==> src/rtl/tohost_reporter.sv <==
// tohost_reporter
// Memory-mapped test-status device for the riscv-tests `tohost` convention.
// A full-word store to TOHOST_ADDR while running is decoded into
// pass/fail flags, a failing-test number and a frozen cycle count.
//
// Parameters:
//   TOHOST_ADDR    byte address of the tohost word (word aligned)
//   TIMEOUT_TICKS  watchdog limit in clock cycles (>= 2)
// Optional feature:
//   `define TOHOST_REPORTER_WATCHDOG_EN  enables the watchdog (TMO state);
//   when undefined, timeout stays 0 and cycles free-runs with wrap.
//
// Ports:
//   clk        system clock, rising edge
//   rst        synchronous active-low reset
//   wr_en      store strobe
//   wr_addr    store byte address
//   wr_data    store data
//   wr_strb    store byte enables
//   rd_en      load strobe
//   rd_addr    load byte address
//   rd_data    registered load data (holds when rd_en is low)
//   done       test finished (pass, fail or timeout)
//   passed     test passed
//   timeout    watchdog expired
//   fail_code  failing test number, tohost[31:1]; zero unless failed
//   halt       stall request to the core, equal to done
//   cycles     cycles spent running
module tohost_reporter #(
  parameter logic [31:0] TOHOST_ADDR   = 32'h0000_1000,
  parameter int unsigned TIMEOUT_TICKS = 5000
) (
  input  logic        clk,
  input  logic        rst,
  input  logic        wr_en,
  input  logic [31:0] wr_addr,
  input  logic [31:0] wr_data,
  input  logic [3:0]  wr_strb,
  input  logic        rd_en,
  input  logic [31:0] rd_addr,
  output logic [31:0] rd_data,
  output logic        done,
  output logic        passed,
  output logic        timeout,
  output logic [30:0] fail_code,
  output logic        halt,
  output logic [31:0] cycles
);

  typedef enum logic [1:0] {
    RUN  = 2'd0,
    PASS = 2'd1,
    FAIL = 2'd2,
    TMO  = 2'd3
  } state_t;

  state_t      state;
  logic [31:0] tohost_q;
  logic        running;
  logic        wr_accept;
  logic        wr_terminal;
  logic        wd_expire;
  logic [31:0] status_word;

  assign running     = (state == RUN);
  assign wr_accept   = running && wr_en && (wr_addr == TOHOST_ADDR) && (wr_strb == 4'hf);
  // Odd data ends the test; even data (syscall or zero) keeps running.
  assign wr_terminal = wr_accept && wr_data[0];
  assign status_word = {28'b0, timeout, passed, done, running};

`ifdef TOHOST_REPORTER_WATCHDOG_EN
  localparam logic [31:0] WD_LIMIT = 32'(TIMEOUT_TICKS - 1);
  assign wd_expire = (cycles == WD_LIMIT);
`else
  assign wd_expire = 1'b0;
`endif

  always_ff @(posedge clk) begin
    if (!rst) begin
      state     <= RUN;
      tohost_q  <= '0;
      cycles    <= '0;
      rd_data   <= '0;
      done      <= 1'b0;
      passed    <= 1'b0;
      timeout   <= 1'b0;
      fail_code <= '0;
      halt      <= 1'b0;
    end else begin
      // Read decode uses pre-edge state, so a same-cycle write to tohost
      // is not visible until the following read.
      if (rd_en) begin
        if (rd_addr == TOHOST_ADDR)
          rd_data <= tohost_q;
        else if (rd_addr == TOHOST_ADDR + 32'd4)
          rd_data <= status_word;
        else if (rd_addr == TOHOST_ADDR + 32'd8)
          rd_data <= cycles;
        else
          rd_data <= '0;
      end

      if (running) begin
        if (wr_accept)
          tohost_q <= wr_data;

        // A terminal write beats a watchdog expiry in the same cycle.
        if (wr_terminal) begin
          cycles <= cycles + 32'd1;
          done   <= 1'b1;
          halt   <= 1'b1;
          if (wr_data == 32'h1) begin
            state  <= PASS;
            passed <= 1'b1;
          end else begin
            state     <= FAIL;
            fail_code <= wr_data[31:1];
          end
        end else if (wd_expire) begin
          // cycles is deliberately not advanced: it freezes at the limit.
          state   <= TMO;
          done    <= 1'b1;
          halt    <= 1'b1;
          timeout <= 1'b1;
        end else begin
          cycles <= cycles + 32'd1;
        end
      end
    end
  end

endmodule

==> config.mk <==
export PLATFORM = sky130hd
export DESIGN_NAME = tohost_reporter
export DESIGN_NICKNAME = d
export VERILOG_FILES = /design/src/rtl/tohost_reporter.sv
export SDC_FILE = /design/constraint.sdc
export NUM_CORES = 1
export LEC_CHECK = 0
export BUFFER_PORTS_ARGS = -buffer_cell sky130_fd_sc_hd__buf_2
export CORE_MARGIN = 8
export CORE_UTILIZATION = 42
export CTS_CLUSTER_SIZE = 8
export DETAILED_ROUTE_END_ITERATION = 8
export GPL_ROUTABILITY_DRIVEN = 0
export PLACE_DENSITY = 0.71
export RECOVER_POWER = 100
export SLEW_MARGIN = 40
export SYNTH_ARGS = -nofsm -noshare
export SYNTH_HDL_FRONTEND = slang
export SYNTH_SLANG_ARGS = --single-unit
==> constraint.sdc <==
create_clock -name clk -period 3.76 [get_ports clk]
set_clock_uncertainty 0.15 [all_clocks]
set_input_delay 0.376 -clock clk [delete_from_list [all_inputs] [get_ports clk]]
set_output_delay 0.376 -clock clk [all_outputs]
set_load 0.1 [all_outputs]
Word level (Yosys, flattened, before mapping)
Cells that the tools add are included.
{"block": "op_classes", "n_eq_ne": 6, "n_mux": 4, "bitwise_logic": 1, "div_mod_pow": 0, "reduce_logical": 9, "mul": 0, "shift": 0, "add_sub_neg": 1, "magnitude_cmp": 0}
{"operator": "== test 32 x 13 -> 1 bit (second input constant)", "count": 4}
{"operator": "2-to-1 mux 32 bit", "count": 3}
{"operator": "adder 32 x 1 -> 32 bit (second input constant)", "count": 1}
{"operator": "== test 32 x 1 -> 1 bit (second input constant)", "count": 1}
{"operator": "AND reduction 3 bit", "count": 2}
{"operator": "== test 4 bit (second input constant)", "count": 1}
{"operator": "logical AND 1 bit", "count": 4}
{"operator": "AND reduction 2 bit", "count": 2}
{"operator": "logical NOT 2 bit", "count": 1}
{"operator": "2-to-1 mux 2 bit", "count": 1}
{"operator": "NOT 1 bit", "count": 1}
{"block": "totals", "mem_bits_rw": 0, "latch_bits": 0, "out_inout_bits": 99, "memories": 0, "in_bits": 104, "romBits": 0, "word_cells": 28, "register_bits": 131}

Longest topological paths before layout
{"block": "depth", "depth_word": 6, "mapped_depth": 7, "depth_no_buf": 6}

Least setup slack after synthesis
No wires, ideal clock.
{"block": "synth_path", "path_kind": "register -> register", "startpoint": "reg cycles[4]", "endpoint": "reg cycles[21]", "path_slack_ps": 1081, "required_time_ps": 3488, "path_stages_with_launch": 6, "n_path_buf": 0, "arrival_ps": 2407, "period_less_slack_ps": 2679, "cell_sequence": "dfxtp_1 nand4_1 or2_2 nor3_1 nand3_1 mux2i_1"}
{"block": "synth_via", "elab_chain_len": 1}
{"element": "start: declaration", "line": "47", "rtl": "output logic [31:0] cycles"}
{"element": "start signal: assignment", "line": "109", "rtl": "cycles <= cycles + 32'd1;"}
{"element": "start signal: assignment", "line": "126", "rtl": "cycles <= cycles + 32'd1;"}
{"element": "adder 32 x 1 -> 32 bit", "line": "109, 126"}
Every way passes these cells.
A chain may end at the register's enable or synchronous reset.

Worst setup path after layout
{"block": "layout_path", "startpoint": "reg state[1]", "endpoint": "reg fail_code[23]"}
{"block": "layout_via", "elab_chain_len": 6}
{"element": "start: declaration", "line": "57", "rtl": "state_t state;"}
{"element": "start signal: assignment", "line": "80", "rtl": "state <= RUN;"}
{"element": "start signal: assignment", "line": "113", "rtl": "state <= PASS;"}
{"element": "start signal: assignment", "line": "116", "rtl": "state <= FAIL;"}
{"element": "logical NOT 2 bit *", "line": "65", "rtl": "assign running = (state == RUN);"}
{"element": "logical AND 1 bit (3 in series)", "line": "66", "rtl": "assign wr_accept = running && wr_en && (wr_addr == TOHOST_ADDR) && (wr_strb == 4'hf);"}
{"element": "logical AND 1 bit", "line": "68", "rtl": "assign wr_terminal = wr_accept && wr_data[0];"}
{"element": "AND reduction 3 bit (no line) *"}
{"element": "end signal: assignment", "line": "117", "rtl": "fail_code <= wr_data[31:1];"}
{"element": "end: declaration", "line": "45", "rtl": "output logic [30:0] fail_code,"}
Mark *: on every way between the ends. The rest lies on a longest branch, timed or not.

==> flow_results.org <==
** Die
- In this run the core area contains 42 standard-cell rows.
- Die Y :: 130.8 um
- Die area :: 17,110 sq um
- Core Area :: 13,030 sq um
- I/O pin total :: 203
- In this run the horizontal extent of the chip is 130.8 um.
- Starting density of the core :: 0.4247

** Final layout
- Final core utilization :: 0.5510
- Across the whole layout, storage elements account for 2623 sq um.
- The net count of the finished layout is 911.
- In the final layout, the multi-input gates occupy 2716 sq um.
- The layout has 1,315 filler cells.
- Layout overhead on the synthesized area :: 29.72%
- In the final layout, the share of cells above drive strength 1 is 0.1770.
- Number of antenna cells inserted :: 0

** Critical path
- Type of the worst setup path :: reg2reg
- The worst register-to-register path has a depth of 6.
- Tracing the worst setup path back leads to its startpoint at state[1]$_SDFFE_PN0P_.
- Crit path required time :: 3.94 ns
- The worst setup path is launched from a flop.
- Of all nets on the critical path, the largest fanout is 18.
- The worst register-to-register path has a setup slack of 0.82 ns.
- STA classifies the critical path endpoint as a flop.
- Worst Setup EP :: fail_code[23]$_SDFFE_PN0P_
- The startpoint identified for the worst register-to-register timing path is state[1]$_SDFFE_PN0P_.
- Arrival time at the worst endpoint :: 3.12 ns
- Worst flop-to-flop path endpoint :: fail_code[23]$_SDFFE_PN0P_

** GRT
- Across every metal layer, demand over resource in global routing totals 0.1888.
- Antenna violations before repair :: 0
- Leftover overflow at the end of global routing :: 0
- Pin count of the biggest net entering global routing :: 116
- The first global-routing pass estimated 25.18 mm of wire.
- Via count of the first global-routing pass :: 4,806

** Clocking
- The later pin in the worst-skew pair is clocked with a latency of 0.41 ns.
- Clock Sinks :: 131
- In this run the number of H-tree levels came out at 4.
- In this run the post-CTS setup repair buffer count came out at 0.
- In this run the clock root is driven by a clkbuf_16.
- CTS tree :: yes
- Counting the buffers created by CTS gives 17.
- In this run the deepest clock path goes through 2 buffers.
- Clock-pin slew was measured on the worst setup and hold paths at 0.06 ns.
- Number of buffers inserted for hold repair after clock tree synthesis :: 0
- Gates resized during post-CTS repair numbered 0.

** Synth
- Counting flops with a built-in enable in the synthesized netlist gives 0.
- Fraction of registers with async set or reset after synthesis :: 0
- A synthesized cell averages 8.885 sq um.
- The number of nets handed over by synthesis was 728.
- Flip-flop and latch count after synthesis :: 131
- Register area share after synthesis :: 0.4738
- The largest total area in the synthesized netlist belongs to dfxtp_1.
- Most area-consuming cells after synthesis :: dfxtp_1, mux2i_1, nand2_1
- Synthesis Warnings :: 0
- Area of the mapped netlist :: 5535 sq um
- The number of different library cells used by synthesis comes to 40.
- Fraction of post-synthesis cell area in the top cell type by area :: 0.4738
- For this run, the leading register cell type out of synthesis is dfxtp_1.
- Count of mapped cells out of synthesis :: 623

** Pwr
- IR analysis of the VDD net gives a maximum drop of 0.0003491 V.
- In this run the power density over the cells is 501.6 nW/um^2.
- Leakage power figure :: 2.628 nW

** Detailed routing
- Routed wire length per instance :: 16.60 um
- Vias post-DR :: 5,092
- Initial DRT Pass Iterations :: 5
- Vias per cell :: 5.118
- The detail route stage leaves a number of antenna-violating nets equal to 0.
- The first routing iteration left 376 violations.
- Wires add up to 16.52 mm.
- Residual DRC count :: 0

** Outcome
- The final reports fail on max-capacitance violations, max-slew violations.
- The run finished, with violations left.

** Timing
- Number of max-slew violations in the final report :: 49
- Max Freq :: 0.3397 GHz
- Setup violations remaining at the end of the flow were counted as 0.
- In the final timing run, aggregate negative setup slack is 0 ns.
- In this run the tightest slew margin relative to its limit is -0.4237.
- The final count of hold timing violations was 0.
- RSZ-0062 raised after global routing :: no
- Ratio of final minimum period to clock period :: 0.7830
- At the pin with the least slew margin, the transition time is 2.136 ns.
- Setup slack on the critical path of the routed design comes to 0.8159 ns.
- Minimum clock period :: 2.944 ns

** Placed design
- During placement, the flow inserted port buffers numbering 201.
- At the placement stage, the worst setup path has a slack of 0.9395 ns.
- Placed wire-length estimate after detailed placement :: 12.01 mm

** Run
- The tool flagged a number of max-cap violations equal to 1.

** Hold path
- Class of the tightest hold or removal check :: in2reg
==> stage by stage <==
step           power (W)  hold slack (ns)  std cells  cell area (sq um)
2_1_floorplan   0.001652           0.3096        623               5535
3_5_place_dp    0.001754           0.2941        963               6641
3_3_place_gp    0.001752           0.2915        963               6635
4_1_cts         0.003634          0.07291        995               7325
6_report        0.003602          0.08744        995               7181
5_1_grt         0.003708          0.07910        995               7181
==> state kept, by name (all words and copies together), names as in the netlist <==
register / cells
rd_data: 32
passed: 1
halt: 1
fail_code: 31
cycles: 32
tohost_q: 32
state: 2
==> Yosys cell counts (all sizes together) (3+ instances only) <==
cell / instances
clkbuf: 31
xor2: 12
a21oi: 37
inv: 3
and4: 7
nand3: 15
nand2: 93
nor2: 62
nand2b: 10
o21ai: 36
a22oi: 29
nor4: 21
nand4: 12
dfxtp: 131
buf: 12
nor3b: 3
xnor2: 7
and3: 6
mux2i: 72
nor4b: 5
==> cell families after synthesis <==
logic type / after synthesis / share of synthesized area
mux: 72 / 0.1302
other cells: 1 / 0.0006775
buf+inv: 47 / 0.03639
simple gates: 244 / 0.2129
compound gates: 108 / 0.1137
xor+xnor: 19 / 0.03006
flops: 131 / 0.4738
fa+ha+maj: 1 / 0.002260
==> worst min-delay path by stage <==
stage / start / end / cells past startpoint
detailed placement: fail_code[11]$_SDFFE_PN0P_ / fail_code[11]$_SDFFE_PN0P_ / 2
global route: wr_data[13] / fail_code[12]$_SDFFE_PN0P_ / 3
finish: wr_data[20] / fail_code[19]$_SDFFE_PN0P_ / 3
CTS: wr_data[20] / fail_code[19]$_SDFFE_PN0P_ / 3
floorplan: tohost_q[0]$_SDFFE_PN0P_ / tohost_q[0]$_SDFFE_PN0P_ / 2
global placement: fail_code[2]$_SDFFE_PN0P_ / fail_code[2]$_SDFFE_PN0P_ / 2
==> critical path: stages (launching register included) <==
cell     delay [ns]
dfxtp_1        0.34
nor2_1         0.32
nand3_1        0.19
nor4_4         0.30
and3_1         0.90
buf_4          0.42
mux2i_1        0.24
==> placed cells by master, fill, tap and decap left out, types with 3 or more instances in the layout <==
| cell type | count |
|---|---|
| nand2_1 | 93 |
| xnor2_1 | 7 |
| dfxtp_1 | 131 |
| buf_4 | 3 |
| nor4_1 | 19 |
| bufinv_16 | 6 |
| inv_1 | 3 |
| clkinvlp_4 | 3 |
| nand2b_1 | 10 |
| nor2_1 | 62 |
| and4_1 | 7 |
| o21ai_0 | 36 |
| nand3_1 | 15 |
| clkbuf_16 | 17 |
| xor2_1 | 12 |
| nor4b_1 | 5 |
| a22oi_1 | 29 |
| buf_2 | 101 |
| mux2i_1 | 72 |
| and3_1 | 6 |
| clkbuf_1 | 101 |
| a21oi_1 | 37 |
| nand4_1 | 12 |
==> where the power goes <==
group	internal (W)	leakage [nW]	switching, W
registers	0.00141	1.06	0.0000133
clock network	0.00128	0.325	0.000605
logic	0.0000703	1.24	0.000229
total	0.00275	2.63	0.000847
==> layer usage <==
metal	routed length (um)	GRT usage	vias to the layer above	part of all wire
li1	-	-	2562	-
met3	1252	0.05885	6	0.076
met2	7683	0.2922	179	0.47
met1	7465	0.2463	2345	0.45
met5	0	0	-	0
met4	116	0.05807	0	0.0070
==> cell type report <==
cell class / instances / share of cell area
clock inverter: 13 / 0.03206
clock buffer: 19 / 0.06308
sequential: 131 / 0.3652
multi-input combinational: 445 / 0.3783
timing repair buffer: 207 / 0.1286
inverter: 4 / 0.002091
tap: 176 / 0.03067
Power figures use the tool's default switching activity.
